File: config.mk
export PLATFORM = sky130hd
export DESIGN_NAME = cache_mem_arbiter_flat
export DESIGN_NICKNAME = d
export VERILOG_FILES = /design/src/rtl/cache_pkg.sv /design/src/rtl/cache_mem_arbiter_if.sv /design/src/rtl/cache_mem_arbiter_rr.sv /design/src/rtl/cache_mem_arbiter.sv /design/src/flat_wrapper.sv
export SDC_FILE = /design/constraint.sdc
export NUM_CORES = 1
export LEC_CHECK = 0
export CORE_MARGIN = 8
export CORE_UTILIZATION = 36
export CTS_BUF_LIST = sky130_fd_sc_hd__clkbuf_4
export DETAILED_ROUTE_END_ITERATION = 8
export PLACE_DENSITY_LB_ADDON = 0.25
export SYNTH_ARGS = -nofsm -noshare
export SYNTH_HDL_FRONTEND = slang
export SYNTH_SLANG_ARGS = --single-unit
File: constraint.sdc
create_clock -name clk -period 1.72 [get_ports clk]
set_input_delay 0.344 -clock clk [delete_from_list [all_inputs] [get_ports clk]]
set_output_delay 0.344 -clock clk [all_outputs]
set_load 0.02 [all_outputs]
File: src/rtl/cache_pkg.sv
// Shared definitions for the cache-to-memory arbiter: line geometry defaults,
// FSM state encoding and requester identifiers.
package cache_pkg;

    localparam int LINE_WORDS = 4;
    localparam int IDX_W      = $clog2(LINE_WORDS);
    localparam int OFF        = IDX_W + 2;

    typedef enum logic [1:0] {
        IDLE = 2'd0,
        XFER = 2'd1,
        DONE = 2'd2
    } arb_state_t;

    // Requester identifiers double as bit positions in the arbiter request vector.
    localparam logic REQ_I = 1'b0;
    localparam logic REQ_D = 1'b1;

endpackage

File: src/rtl/cache_mem_arbiter_if.sv
// Bundle of the I-cache, D-cache and main-memory signals around the arbiter.
// Handshake: a requester holds req until it sees done; the arbiter owns the
// memory port while gnt is high, and each word completes on a cycle with
// mem_cs=1 and mem_ack=1 (mem_ack low inserts wait states, unbounded).
interface cache_mem_arbiter_if
    import cache_pkg::*;
#(
    parameter int ADDR_W     = 32,
    parameter int DATA_W     = 32,
    parameter int LINE_WORDS = 4
) ();

    localparam int IW = $clog2(LINE_WORDS);

    logic              i_req;
    logic [ADDR_W-1:0] i_addr;
    logic              i_gnt;
    logic              i_rvalid;
    logic [DATA_W-1:0] i_rdata;
    logic [IW-1:0]     i_idx;
    logic              i_done;

    logic              d_req;
    logic              d_we;
    logic [ADDR_W-1:0] d_addr;
    logic [DATA_W-1:0] d_wdata;
    logic              d_gnt;
    logic              d_rvalid;
    logic [DATA_W-1:0] d_rdata;
    logic [IW-1:0]     d_idx;
    logic              d_done;

    logic              mem_cs;
    logic              mem_we;
    logic [ADDR_W-1:0] mem_addr;
    logic [DATA_W-1:0] mem_wdata;
    logic [DATA_W-1:0] mem_rdata;
    logic              mem_ack;

    arb_state_t        dbg_state;

    modport slave (
        input  i_req, i_addr,
        output i_gnt, i_rvalid, i_rdata, i_idx, i_done,
        input  d_req, d_we, d_addr, d_wdata,
        output d_gnt, d_rvalid, d_rdata, d_idx, d_done,
        output mem_cs, mem_we, mem_addr, mem_wdata,
        input  mem_rdata, mem_ack,
        output dbg_state
    );

    modport master (
        output i_req, i_addr,
        input  i_gnt, i_rvalid, i_rdata, i_idx, i_done,
        output d_req, d_we, d_addr, d_wdata,
        input  d_gnt, d_rvalid, d_rdata, d_idx, d_done,
        input  mem_cs, mem_we, mem_addr, mem_wdata,
        output mem_rdata, mem_ack,
        input  dbg_state
    );

endinterface

File: src/rtl/cache_mem_arbiter_rr.sv
// Two-way round-robin pick: a lone request wins outright, a tie goes to the
// requester that was not served last.
module rr_arbiter2
    import cache_pkg::*;
(
    input  logic [1:0] req_i,
    input  logic       last_i,
    output logic [1:0] grant_o
);

    always_comb begin
        grant_o = 2'b00;
        case (req_i)
            2'b01:   grant_o = 2'b01;
            2'b10:   grant_o = 2'b10;
            2'b11:   grant_o = (last_i == REQ_I) ? 2'b10 : 2'b01;
            default: grant_o = 2'b00;
        endcase
    end

endmodule

File: src/rtl/cache_mem_arbiter.sv
// Shares one main-memory port between I-cache refills and D-cache refills or
// write-backs, sequencing a full line burst per grant.
module cache_mem_arbiter
    import cache_pkg::*;
#(
    parameter int ADDR_W     = 32,
    parameter int DATA_W     = 32,
    parameter int LINE_WORDS = cache_pkg::LINE_WORDS
) (
    input  logic                 clk,
    input  logic                 rst,
    cache_mem_arbiter_if.slave   bus
);

    localparam int IW = $clog2(LINE_WORDS);
    localparam int OW = IW + 2;
    localparam logic [IW-1:0] LAST_IDX = IW'(LINE_WORDS - 1);

    arb_state_t             state_q, state_d;
    logic                   owner_q, owner_d;
    logic                   last_q,  last_d;
    logic                   we_q,    we_d;
    logic [ADDR_W-OW-1:0]   line_q,  line_d;
    logic [IW-1:0]          idx_q,   idx_d;
    logic [IW-1:0]          ridx_q,  ridx_d;
    logic                   rvalid_q, rvalid_d;
    logic [DATA_W-1:0]      rdata_q, rdata_d;

    logic [1:0]             req_vec;
    logic [1:0]             pick;
    logic                   xfer;
    logic                   busy;
    logic                   word_ack;
    logic                   own_i;
    logic                   own_d;
    logic [IW-1:0]          idx_out;

    assign req_vec = {bus.d_req, bus.i_req};

    rr_arbiter2 u_rr (
        .req_i   (req_vec),
        .last_i  (last_q),
        .grant_o (pick)
    );

    assign xfer     = (state_q == XFER);
    assign busy     = (state_q != IDLE);
    assign word_ack = xfer && bus.mem_ack;

    always_comb begin
        state_d = state_q;
        owner_d = owner_q;
        last_d  = last_q;
        we_d    = we_q;
        line_d  = line_q;
        idx_d   = idx_q;
        case (state_q)
            IDLE: begin
                if (pick != 2'b00) begin
                    owner_d = pick[REQ_D] ? REQ_D : REQ_I;
                    line_d  = pick[REQ_D] ? bus.d_addr[ADDR_W-1:OW]
                                          : bus.i_addr[ADDR_W-1:OW];
                    we_d    = pick[REQ_D] && bus.d_we;
                    idx_d   = '0;
                    state_d = XFER;
                end
            end
            XFER: begin
                if (bus.mem_ack) begin
                    idx_d = idx_q + 1'b1;
                    if (idx_q == LAST_IDX) begin
                        state_d = DONE;
                    end
                end
            end
            DONE: begin
                last_d  = owner_q;
                state_d = IDLE;
            end
            default: begin
                state_d = IDLE;
            end
        endcase
    end

    // Read return lags the acknowledged word by one cycle, so its index is
    // captured separately from the live word counter.
    always_comb begin
        rvalid_d = word_ack && !we_q;
        ridx_d   = word_ack ? idx_q : ridx_q;
        rdata_d  = (word_ack && !we_q) ? bus.mem_rdata : rdata_q;
    end

    always_ff @(posedge clk) begin
        if (!rst) begin
            state_q  <= IDLE;
            owner_q  <= REQ_I;
            last_q   <= REQ_I;
            we_q     <= 1'b0;
            line_q   <= '0;
            idx_q    <= '0;
            ridx_q   <= '0;
            rvalid_q <= 1'b0;
            rdata_q  <= '0;
        end else begin
            state_q  <= state_d;
            owner_q  <= owner_d;
            last_q   <= last_d;
            we_q     <= we_d;
            line_q   <= line_d;
            idx_q    <= idx_d;
            ridx_q   <= ridx_d;
            rvalid_q <= rvalid_d;
            rdata_q  <= rdata_d;
        end
    end

    assign own_i   = busy && (owner_q == REQ_I);
    assign own_d   = busy && (owner_q == REQ_D);
    assign idx_out = rvalid_q ? ridx_q : idx_q;

    assign bus.i_gnt    = own_i;
    assign bus.i_rvalid = own_i && rvalid_q;
    assign bus.i_rdata  = own_i ? rdata_q : '0;
    assign bus.i_idx    = own_i ? idx_out : '0;
    assign bus.i_done   = own_i && (state_q == DONE);

    assign bus.d_gnt    = own_d;
    assign bus.d_rvalid = own_d && rvalid_q;
    assign bus.d_rdata  = own_d ? rdata_q : '0;
    assign bus.d_idx    = own_d ? idx_out : '0;
    assign bus.d_done   = own_d && (state_q == DONE);

    // Write data is a combinational pass-through; the D-cache drives the word
    // that d_idx selects in the same cycle.
    assign bus.mem_cs    = xfer;
    assign bus.mem_we    = xfer && own_d && we_q;
    assign bus.mem_addr  = xfer ? {line_q, idx_q, 2'b00} : '0;
    assign bus.mem_wdata = xfer ? bus.d_wdata : '0;

    assign bus.dbg_state = state_q;

endmodule

File: src/flat_wrapper.sv
// flat-port wrapper written by rule: the top's interface ports become plain ports
module cache_mem_arbiter_flat import cache_pkg::*;
#(
    parameter int ADDR_W     = 32,
    parameter int DATA_W     = 32,
    parameter int LINE_WORDS = cache_pkg::LINE_WORDS
)
  (clk, rst, bus_i_req, bus_i_addr, bus_i_gnt, bus_i_rvalid, bus_i_rdata, bus_i_idx, bus_i_done, bus_d_req, bus_d_we, bus_d_addr, bus_d_wdata, bus_d_gnt, bus_d_rvalid, bus_d_rdata, bus_d_idx, bus_d_done, bus_mem_cs, bus_mem_we, bus_mem_addr, bus_mem_wdata, bus_mem_rdata, bus_mem_ack, bus_dbg_state);
  cache_mem_arbiter_if #(.ADDR_W(ADDR_W), .DATA_W(DATA_W), .LINE_WORDS(LINE_WORDS)) bus_i ();
  input  logic clk;
  input  logic rst;
  input wire logic [$bits(bus_i.i_req)-1:0] bus_i_req;
  input wire logic [$bits(bus_i.i_addr)-1:0] bus_i_addr;
  output wire logic [$bits(bus_i.i_gnt)-1:0] bus_i_gnt;
  output wire logic [$bits(bus_i.i_rvalid)-1:0] bus_i_rvalid;
  output wire logic [$bits(bus_i.i_rdata)-1:0] bus_i_rdata;
  output wire logic [$bits(bus_i.i_idx)-1:0] bus_i_idx;
  output wire logic [$bits(bus_i.i_done)-1:0] bus_i_done;
  input wire logic [$bits(bus_i.d_req)-1:0] bus_d_req;
  input wire logic [$bits(bus_i.d_we)-1:0] bus_d_we;
  input wire logic [$bits(bus_i.d_addr)-1:0] bus_d_addr;
  input wire logic [$bits(bus_i.d_wdata)-1:0] bus_d_wdata;
  output wire logic [$bits(bus_i.d_gnt)-1:0] bus_d_gnt;
  output wire logic [$bits(bus_i.d_rvalid)-1:0] bus_d_rvalid;
  output wire logic [$bits(bus_i.d_rdata)-1:0] bus_d_rdata;
  output wire logic [$bits(bus_i.d_idx)-1:0] bus_d_idx;
  output wire logic [$bits(bus_i.d_done)-1:0] bus_d_done;
  output wire logic [$bits(bus_i.mem_cs)-1:0] bus_mem_cs;
  output wire logic [$bits(bus_i.mem_we)-1:0] bus_mem_we;
  output wire logic [$bits(bus_i.mem_addr)-1:0] bus_mem_addr;
  output wire logic [$bits(bus_i.mem_wdata)-1:0] bus_mem_wdata;
  input wire logic [$bits(bus_i.mem_rdata)-1:0] bus_mem_rdata;
  input wire logic [$bits(bus_i.mem_ack)-1:0] bus_mem_ack;
  output wire logic [$bits(bus_i.dbg_state)-1:0] bus_dbg_state;
  assign bus_i.i_req = bus_i_req;
  assign bus_i.i_addr = bus_i_addr;
  assign bus_i_gnt = bus_i.i_gnt;
  assign bus_i_rvalid = bus_i.i_rvalid;
  assign bus_i_rdata = bus_i.i_rdata;
  assign bus_i_idx = bus_i.i_idx;
  assign bus_i_done = bus_i.i_done;
  assign bus_i.d_req = bus_d_req;
  assign bus_i.d_we = bus_d_we;
  assign bus_i.d_addr = bus_d_addr;
  assign bus_i.d_wdata = bus_d_wdata;
  assign bus_d_gnt = bus_i.d_gnt;
  assign bus_d_rvalid = bus_i.d_rvalid;
  assign bus_d_rdata = bus_i.d_rdata;
  assign bus_d_idx = bus_i.d_idx;
  assign bus_d_done = bus_i.d_done;
  assign bus_mem_cs = bus_i.mem_cs;
  assign bus_mem_we = bus_i.mem_we;
  assign bus_mem_addr = bus_i.mem_addr;
  assign bus_mem_wdata = bus_i.mem_wdata;
  assign bus_i.mem_rdata = bus_mem_rdata;
  assign bus_i.mem_ack = bus_mem_ack;
  assign bus_dbg_state = bus_i.dbg_state;
  cache_mem_arbiter #(.ADDR_W(ADDR_W), .DATA_W(DATA_W), .LINE_WORDS(LINE_WORDS)) u_core (.clk(clk), .rst(rst), .bus(bus_i));
endmodule
==> results.toml, run 1 <==
[routing]
detail-route-antenna-nets = 0
drt_pre_antenna_iters = 5
drc = 0
routed_via_density = 5.23
via_count = 4885
drt_wl_total_mm = 18.4
drtIter0Drc = 331
wl_per_cell_um = 19.7

[setup_path]
worstPathMaxFanout = 7
cp.arrival_ns = 1.60
start_kind = "register"
endpoint_kind = "output pin"
worstPathRequired_ns = 1.38
critical_path_class = "register to output pin"

[timing]
drv_slew = 0
skew_ns = 0.0122
post-route-period-util_pct = 113
fin_tns_setup_ns = -20.41
final_hold_viol_count = 0
setup_viol = 136
max_freq_mhz = 515
grt_setup_unrepaired = "yes"
fin_crit_ns = 1.94
worst_slack_ns = -0.223

[flow_run]
maxCapViolCount = 0

[placed_design]
globalplace.congestion = 0.810
io_buffers = 265
hpwlAfterDp_mm = 12.0
placed_area_um2 = 6720

[clocking]
h-tree-depth = 3
numCtsBuffers = 9
cts.clk_slew.worst_paths_ns = 0.12
clk_latency_ns = 0.40
hold_buffers = 0
cts.sink_count = 70
clockBufferDepth = 2
cts_tree = "yes"
root_buffer = "clkbuf_4"

[synthesis]
synth_top_cell_area_share_pct = 37.1
ys_types = 34
synth.yosys.seq_area_share_pct = 37.1
syn_inst = 512
syn_avg_cell_area_um2 = 7.39
yosysTopAreaCell = "dfxtp_1"
ys_warn_count = 0
synth_area_um2 = 3780
ys_top_cells_by_area = "dfxtp_1, and2_1, nand2_1"
synth.ff_latch_count = 70

[power_and_ir_drop]
powerDensity_nw_per_um2 = 577
ir_drop_v = 0.000360
p_leak_nw = 3.37

[final_layout]
design_area_um2 = 7800
layout.nets = 928
diodes = 0
layout-drive-gt1-share_pct = 41.5
area_growth_pct = 106

[run_status]
violations = "setup timing"
status = "finished, violations left"

[floorplan]
die_h_um = 118
std_cell_rows = 37
dieArea_um2 = 14000
core_area_um2 = 10300
start_util_pct = 36.8
io_pins = 276
die_x_um = 118

[worst_hold_path]
hold_class = "primary input to register"

[global_route]
overflow = 0
grt_pass1_wl_mm = 25.1
antenna_found_initial = 0
grt_start_max_net_pins = 65
grt_pass1_vias = 4653
grtUsageTotal_pct = 21.7
power by group:
group	internal (mW)	leakage [nW]	total, mW	switching, mW
clock	0.432	0.0647	1.06	0.628
sequential	1.73	0.577	1.81	0.0794
combinational	0.890	2.72	1.63	0.736
total	3.05	3.37	4.50	1.44
metrics by stage:
stage / util, % / std cells / total power [mW] / hold WS [ns] / setup slack (ns)
6_report: 75.9 / 934 / 4.50 / 0.288 / -0.223
4_1_cts: 63.4 / 915 / 4.15 / 0.249 / -0.294
5_1_grt: 75.9 / 934 / 4.72 / 0.241 / -0.293
3_5_place_dp: 65.4 / 892 / 3.11 / 0.449 / -0.241
2_1_floorplan: - / 513 / 2.40 / 0.436 / 0.0972
3_3_place_gp: 65.4 / 892 / 3.08 / 0.446 / -0.259
cell usage in the layout (no fill, tap or decap), drive strengths merged:
master         instances
a21bo                  1
a21boi                 1
a21oi                 33
a22oi                  1
a311oi                28
and2                  95
and2b                  1
and3                  34
and3b                  1
buf                  189
bufinv                 1
clkbuf                15
clkdlybuf4s50        124
clkinv                 5
clkinvlp               2
conb                   2
dfxtp                 70
dlymetal6s2s           2
ha                     1
inv                    1
mux2i                  2
nand2                 95
nand2b                 2
nand3                 36
nand3b                 1
nand4                  1
nand4bb                1
nor2                  12
nor3                   2
o21ai                 35
o22ai                  2
or2                    2
critical path, cell delays in order, from the launching register on:
cell,delay [ns]
dfxtp_4,0.38
and2b_4,0.30
buf_12,0.13
buf_4,0.11
and3_4,0.17
buf_6,0.12
flip-flops by register name, summed over array words and instances (netlist names):
signal                cells
u_core.owner_q            1
u_core.bus.dbg_state      2
u_core.we_q               1
u_core.rvalid_q           1
u_core.rdata_q           32
u_core.last_q             1
u_core.ridx_q             2
u_core.idx_q              2
u_core.line_q            28
Yosys cell counts, drive strengths merged:
| cell type | count |
|---|---|
| nor2 | 11 |
| nand4 | 1 |
| nand4bb | 1 |
| and2b | 1 |
| clkinv | 1 |
| nand2 | 95 |
| a311oi | 28 |
| a21oi | 33 |
| dfxtp | 70 |
| a22oi | 1 |
| and3 | 34 |
| nor3 | 2 |
| or2 | 2 |
| inv | 1 |
| nand2b | 2 |
| buf | 28 |
| o21ai | 35 |
| o22ai | 2 |
| nand3b | 1 |
| a21bo | 1 |
| conb | 1 |
| clkbuf | 25 |
| nand3 | 36 |
| mux2i | 2 |
| and3b | 1 |
| a21boi | 1 |
| ha | 1 |
| and2 | 95 |
routing by layer:
metal | vias up | share of wire (%) | track usage (%)
met1 | 2315 | 38 | 25.1
met3 | 26 | 7.8 | 6.43
met2 | 238 | 53 | 38.6
met4 | 0 | 1.6 | 4.74
met5 | - | 0 | 0
li1 | 2306 | - | -
final timing paths:
| kind | endpoint | slack [ns] | start | cells after the start |
|---|---|---|---|---|
| setup / recovery | bus_mem_we | -0.22 | u_core.bus.dbg_state[1]$_SDFFE_PN0P_ | 5 |
| hold / removal | u_core.rdata_q[5]$_SDFFE_PN0P_ | 0.29 | rst | 3 |
| setup reg to reg | u_core.line_q[14]$_SDFFE_PN0P_ | 0.08 | u_core.bus.dbg_state[1]$_SDFFE_PN0P_ | 5 |
| hold reg to reg | u_core.ridx_q[0]$_SDFFE_PN0P_ | 0.50 | u_core.ridx_q[0]$_SDFFE_PN0P_ | 2 |
logic make-up after synthesis:
family / Yosys count / synth area share [%]
simple gates: 282 / 38.9
compound gates: 101 / 16.5
flops: 70 / 37.1
buf+inv: 55 / 6.58
mux: 2 / 0.529
fa+ha+maj: 1 / 0.331
other cells: 1 / 0.0992
repair_timing:
item | in CTS | in global routing
buffers inserted | 5 | 11
pin swaps | 1 | 42
cloned | 2 | 9
endpoints found under the setup margin | 142 | 151
gates resized for setup | 575 | 371
final cells by class:
cell class / count / area (um^2)
Clock buffer: 9 / 67.6
Timing Repair Buffer: 321 / 3500
Tap cell: 136 / 170
Sequential cell: 70 / 1410
Multi-Input combinational cell: 389 / 2570
Fill cell: 709 / 2480
Clock inverter: 7 / 65.1
Inverter: 2 / 7.51
Note: power is estimated with default switching activity, not from simulation.
==> inputs of run 2 (changes only) <==
==> constraint.sdc (replaced) <==
create_clock -name clk -period 2 [get_ports clk]
set_input_delay 0.4 -clock clk [delete_from_list [all_inputs] [get_ports clk]]
set_output_delay 0.4 -clock clk [all_outputs]
set_load 0.02 [all_outputs]
==> results.toml, run 2 (synthesis results as in run 1) <==
[worst_hold_path]
hold_path_depth = 2
hold_class = "register to register"

[setup_path]
worst-path-buf-inv = 2
worstPathRequired_ns = 1.60
r2r_slack_ns = 0.26
slowest_delay_ns = 0.37
path_cells = "and2b_4 > clkbuf_16 > and2_1 > buf_2"
cp.depth = 4
cp.arrival_ns = 1.60
endpoint_kind = "output pin"
cp_top_family = "simple AND/OR/NAND/NOR gates"
critical_path_class = "register to output pin"
reg2regPathDepth = 4
worstPathMaxFanout = 17
start_kind = "register"
cp_slowest_cell = "dfxtp_2"

[clocking]
hold_buffers = 0
root_buffer = "clkbuf_4"
cts_tree = "yes"
cts.sink_count = 70
clk_latency_ns = 0.40
cts.clk_slew.worst_paths_ns = 0.11
clockBufferDepth = 2
numCtsBuffers = 9
h-tree-depth = 3
post_cts_buffers = 0

[final_layout]
register_area_um2 = 1410
final_cell_mix = "clkdlybuf4s50_1, nand2_1, and2_1, buf_4, dfxtp_1"
layout-drive-gt1-share_pct = 24.9
design_area_um2 = 6540
fin_cells = 906
final_common_cell = "clkdlybuf4s50_1"
multi_input_area_um2 = 2160
layout.nets = 898
top_register = "u_core.rdata_q"
largest_register_ffs = 32
fin_util_pct = 63.6
area_growth_pct = 73.0
fill_cells = 961
top_regs = "u_core.rdata_q: 32 flops, u_core.line_q: 28 flops"

[timing]
worst_slack_ns = 0.0000325
post-route-period-util_pct = 100
timing.slew.headroom_pct = 54.0
fin_crit_ns = 2.00
grt_setup_unrepaired = "yes"
skew_ns = 0.0109
tightest_slew_ns = 0.688
setup_viol = 0
max_freq_mhz = 500
final_hold_viol_count = 0
drv_slew = 0

[routing]
routed_via_density = 5.02
drc = 0
wl_per_cell_um = 17.4
drt_wl_total_mm = 15.8
drtIter0Drc = 216
via_count = 4547
drt_pre_antenna_iters = 4
detail-route-antenna-nets = 0

[floorplan]
start_util_pct = 36.8
die_h_um = 118
io_pins = 276
die_x_um = 118
dieArea_um2 = 14000
core_area_um2 = 10300
std_cell_rows = 37

[global_route]
grt_start_max_net_pins = 69
overflow = 0
grtUsageTotal_pct = 21.1
antenna_found_initial = 2
grt_pass1_wl_mm = 24.3
grt_pass1_vias = 4575

[power_and_ir_drop]
fin_total_pwr_mw = 3.65
powerDensity_nw_per_um2 = 559
p_leak_nw = 2.98
ir_drop_v = 0.000324

[flow_run]
maxCapViolCount = 0

[placed_design]
dp.cells = 884
placed_area_um2 = 6610
io_buffers = 265
dp_slack_ns = -0.0771
hpwlAfterDp_mm = 11.6
globalplace.congestion = 0.838

[run_status]
status = "finished clean"
## run 2: cell types whose count changed in the layout (fill, tap and decap cells not counted), moves of 27 or more
cell / change
buf_6: -129
and2_1: +64
and2_4: -64
buf_2: +40
buf_4: +36
and3_1: +34
and3_4: -34
clkdlybuf4s15_2: +27
## run 2: worst min-delay path, delay by kind of cell (launching register included)
family / cells / cell delay, ns
compound gates: 1 / 0.05
flops: 1 / 0.33
simple gates: 1 / 0.05
## run 2: per-layer routing
layer / routed length, um / global-route usage (%)
met5: 0 / 0
met2: 7870 / 36.8
met1: 6540 / 24.2
met4: 310 / 7.51
met3: 1030 / 5.95
## run 2: report_power, final
group | internal, mW | leakage, nW | total, mW | switching (mW)
clock network | 0.528 | 0.0883 | 1.03 | 0.498
registers | 1.49 | 0.576 | 1.55 | 0.0592
logic | 0.549 | 2.32 | 1.08 | 0.528
## run 2: final cells by class
class	count	area share, %
Inverter	2	0.115
Clock buffer	11	1.26
Sequential cell	70	21.5
Clock inverter	5	1.13
Timing Repair Buffer	292	40.2
Tap cell	136	2.60
Antenna cell	2	0.0765
Multi-Input combinational cell	388	33.1
## run 2: metrics by stage
step / setup TNS [ns] / hold WS, ns
finish: 0 / 0.460
global route: -4.72 / 0.486
detailed placement: -2.98 / 0.448
floorplan: 0 / 0.436
global placement: -0.248 / 0.442
CTS: -0.139 / 0.463
## run 2: final timing paths
kind | startpoint | to
min | u_core.ridx_q[0]$_SDFFE_PN0P_ | u_core.ridx_q[0]$_SDFFE_PN0P_
max | u_core.bus.dbg_state[1]$_SDFFE_PN0P_ | bus_mem_wdata[28]
max reg2reg | u_core.bus.dbg_state[1]$_SDFFE_PN0P_ | u_core.line_q[16]$_SDFFE_PN0P_
min reg2reg | u_core.ridx_q[0]$_SDFFE_PN0P_ | u_core.ridx_q[0]$_SDFFE_PN0P_
## run 2: timing repair
item,in CTS,in global routing
pin swaps,0,0
resized for setup,514,81
endpoints found under the setup margin,139,123
cloned,1,3
==> inputs of run 3 (changes only) <==
--- a/config.mk
+++ b/config.mk
@@ -10,6 +10,8 @@
 export CTS_BUF_LIST = sky130_fd_sc_hd__clkbuf_4
 export DETAILED_ROUTE_END_ITERATION = 8
 export PLACE_DENSITY_LB_ADDON = 0.25
+export SLEW_MARGIN = 5
 export SYNTH_ARGS = -nofsm -noshare
 export SYNTH_HDL_FRONTEND = slang
+export SYNTH_HIERARCHICAL = 1
 export SYNTH_SLANG_ARGS = --single-unit
==> results.toml, run 3 <==
[run_status]
status = "finished, violations left"
violations = "setup timing"

[final_layout]
top_register = "u_core/rdata_q"
largest_register_ffs = 32
diodes = 0
fill_cells = 881
area_growth_pct = 89.3
final_common_cell = "clkdlybuf4s50_1"
design_area_um2 = 7450
layout.nets = 888
layout-drive-gt1-share_pct = 36.5
final_cell_mix = "clkdlybuf4s50_1, buf_6, nand2_1, dfxtp_1, and2_4"
top_regs = "u_core/rdata_q: 32 flops, u_core/line_q: 28 flops"
fin_cells = 896
fin_util_pct = 69.4

[floorplan]
start_util_pct = 36.6
std_cell_rows = 38
dieArea_um2 = 14500
io_pins = 276
die_h_um = 121
core_area_um2 = 10700
die_x_um = 121

[setup_path]
r2r_start = "u_core/last_q$_SDFFE_PN0N_"
cp_top_family = "buffers and inverters"
endpoint_kind = "output pin"
reg2regPathDepth = 5
cp.arrival_ns = 1.69
r2r_end = "u_core/line_q[23]$_SDFFE_PN0P_"
start_kind = "register"
critPathCapture = "bus_mem_addr[9]"
worstPathRequired_ns = 1.60
worstPathMaxFanout = 5
slowest_delay_ns = 0.37
cp-startpoint = "u_core/bus.dbg_state[1]$_SDFFE_PN0P_"
worst-path-buf-inv = 4
critical_path_class = "register to output pin"
path_cells = "and2b_4 > buf_12 > buf_16 > buf_12 > and2_4 > buf_6"
cp_common_cell = "buf_12"
cp_slowest_cell = "dfxtp_4"
r2r_slack_ns = 0.51
cp.depth = 6

[clocking]
numCtsBuffers = 9
root_buffer = "clkbuf_4"
clk_latency_ns = 0.40
cts.clk_slew.worst_paths_ns = 0.11
cts_tree = "yes"
hold_buffers = 0
h-tree-depth = 3
clockBufferDepth = 2
cts.sink_count = 70

[global_route]
grt_pass1_wl_mm = 24.5
grt_start_max_net_pins = 73
overflow = 0
grtUsageTotal_pct = 21.0
grt_pass1_vias = 4584
antenna_found_initial = 0

[placed_design]
placed_area_um2 = 6840
hpwlAfterDp_mm = 11.2
dp_slack_ns = -0.0447
globalplace.congestion = 0.825
io_buffers = 265
dp.cells = 863

[synthesis]
synth_top_flop_cell = "dfxtp_1"
syn_avg_cell_area_um2 = 8.22
synth.most_common_cell = "and2_1"
ys_top_cells_by_area = "dfxtp_1, and2_1, mux2i_1"
ys_types = 31
ys_warn_count = 6
synth.ff_latch_count = 70
synth_edf_count = 0
synth-async-reset-ratio_pct = 0
synth_top_cell_area_share_pct = 35.6
synth_area_um2 = 3940
yosysTopAreaCell = "dfxtp_1"
synthTopCellsByCount = "and2_1, nand2_1, dfxtp_1"
syn_inst = 479
synth.yosys.seq_area_share_pct = 35.6

[routing]
drt_wl_total_mm = 16.3
drt_pre_antenna_iters = 5
drc = 0
via_count = 4465
drtIter0Drc = 229
routed_via_density = 4.98
wl_per_cell_um = 18.2
detail-route-antenna-nets = 0

[power_and_ir_drop]
ir_drop_v = 0.000405
powerDensity_nw_per_um2 = 493
p_leak_nw = 3.64
fin_total_pwr_mw = 3.67

[flow_run]
maxCapViolCount = 0

[timing]
grt_setup_unrepaired = "yes"
setup_viol = 63
final_hold_viol_count = 0
skew_ns = 0.0178
post-route-period-util_pct = 104
fin_crit_ns = 2.09
worst_slack_ns = -0.0886
drv_slew = 0
max_freq_mhz = 479

[worst_hold_path]
hold_path.startpoint = "rst"
hold_class = "primary input to register"
## run 3: cell types whose count changed in the layout (fill, tap and decap cells not counted), moves of 19 or more
cell / previous run / this run
buf_2: 42 / 23
a21boi_1: 0 / 31
a21oi_1: 33 / 1
buf_4: 76 / 40
a311oi_1: 28 / 0
buf_6: 2 / 96
and2_4: 1 / 58
o21ai_0: 35 / 3
and2_1: 94 / 38
clkdlybuf4s15_2: 27 / 0
o211a_1: 0 / 28
mux2i_1: 2 / 30
nand2_1: 95 / 71
## run 3: layout make-up
cell class	instances	area [um^2]	share of cell area [%]
Clock buffer	11	82.6	1.11
Clock inverter	3	13.8	0.185
Inverter	2	7.51	0.101
Multi-Input combinational cell	359	2540	34.1
Sequential cell	70	1410	18.9
Tap cell	140	175	2.35
Timing Repair Buffer	311	3220	43.2
## run 3: logic make-up (layout without fill, tap and decap cells)
family          Yosys count  after routing  synth area share (%)
simple gates            252            252                  34.4
compound gates           74             74                  15.6
flops                    70             70                  35.6
buf+inv                  51            327                  6.36
mux                      30             30                  7.63
fa+ha+maj                 1              1                 0.318
other cells               1              2                0.0952
## run 3: per-layer routing
metal  share of wire (%)  track usage [%]  vias to the layer above
met5                   0                0                        -
met4                 2.1             7.42                        0
met3                 8.7             7.93                       26
met2                  50             36.9                      178
met1                  39             22.5                     2097
li1                    -                -                     2164
## run 3: power by group
| group | total, mW | internal (mW) | switching, mW | leakage (nW) |
|---|---|---|---|---|
| registers | 1.56 | 1.49 | 0.0655 | 0.576 |
| logic | 1.37 | 0.781 | 0.584 | 3.00 |
| clock network | 0.752 | 0.264 | 0.488 | 0.0600 |
## run 3: worst reg2reg max path, stage by stage (launching register included)
cell and delay (ns):
dfxtp_1 0.37, a21boi_4 0.30, buf_12 0.20, mux2i_1 0.26, nand3_1 0.10, o211a_1 0.14
## run 3: metrics by stage
stage / hold slack, ns / TNS (ns)
floorplan: 0.439 / 0
global placement: 0.447 / -0.0620
detailed placement: 0.454 / -0.939
CTS: 0.435 / -4.59
global route: 0.455 / -9.39
finish: 0.463 / -3.12
## run 3: worst min-delay path by stage
stage / end / depth (start not counted)
6_report: u_core/line_q[6]$_SDFFE_PN0P_ / 3
5_1_grt: u_core/bus.dbg_state[0]$_SDFFE_PN0P_ / 3
4_1_cts: u_core/bus.dbg_state[0]$_SDFFE_PN0P_ / 3
3_5_place_dp: u_core/rdata_q[21]$_SDFFE_PN0P_ / 2
3_3_place_gp: u_core/rdata_q[13]$_SDFFE_PN0P_ / 2
2_1_floorplan: u_core/rdata_q[20]$_SDFFE_PN0P_ / 2
## run 3: repair_timing
action / in CTS / in global routing
setup endpoints to repair: 140 / 121
buffers inserted: 9 / 5
gates cloned: 6 / 1
gates resized for setup: 655 / 183
pin swaps: 15 / 28
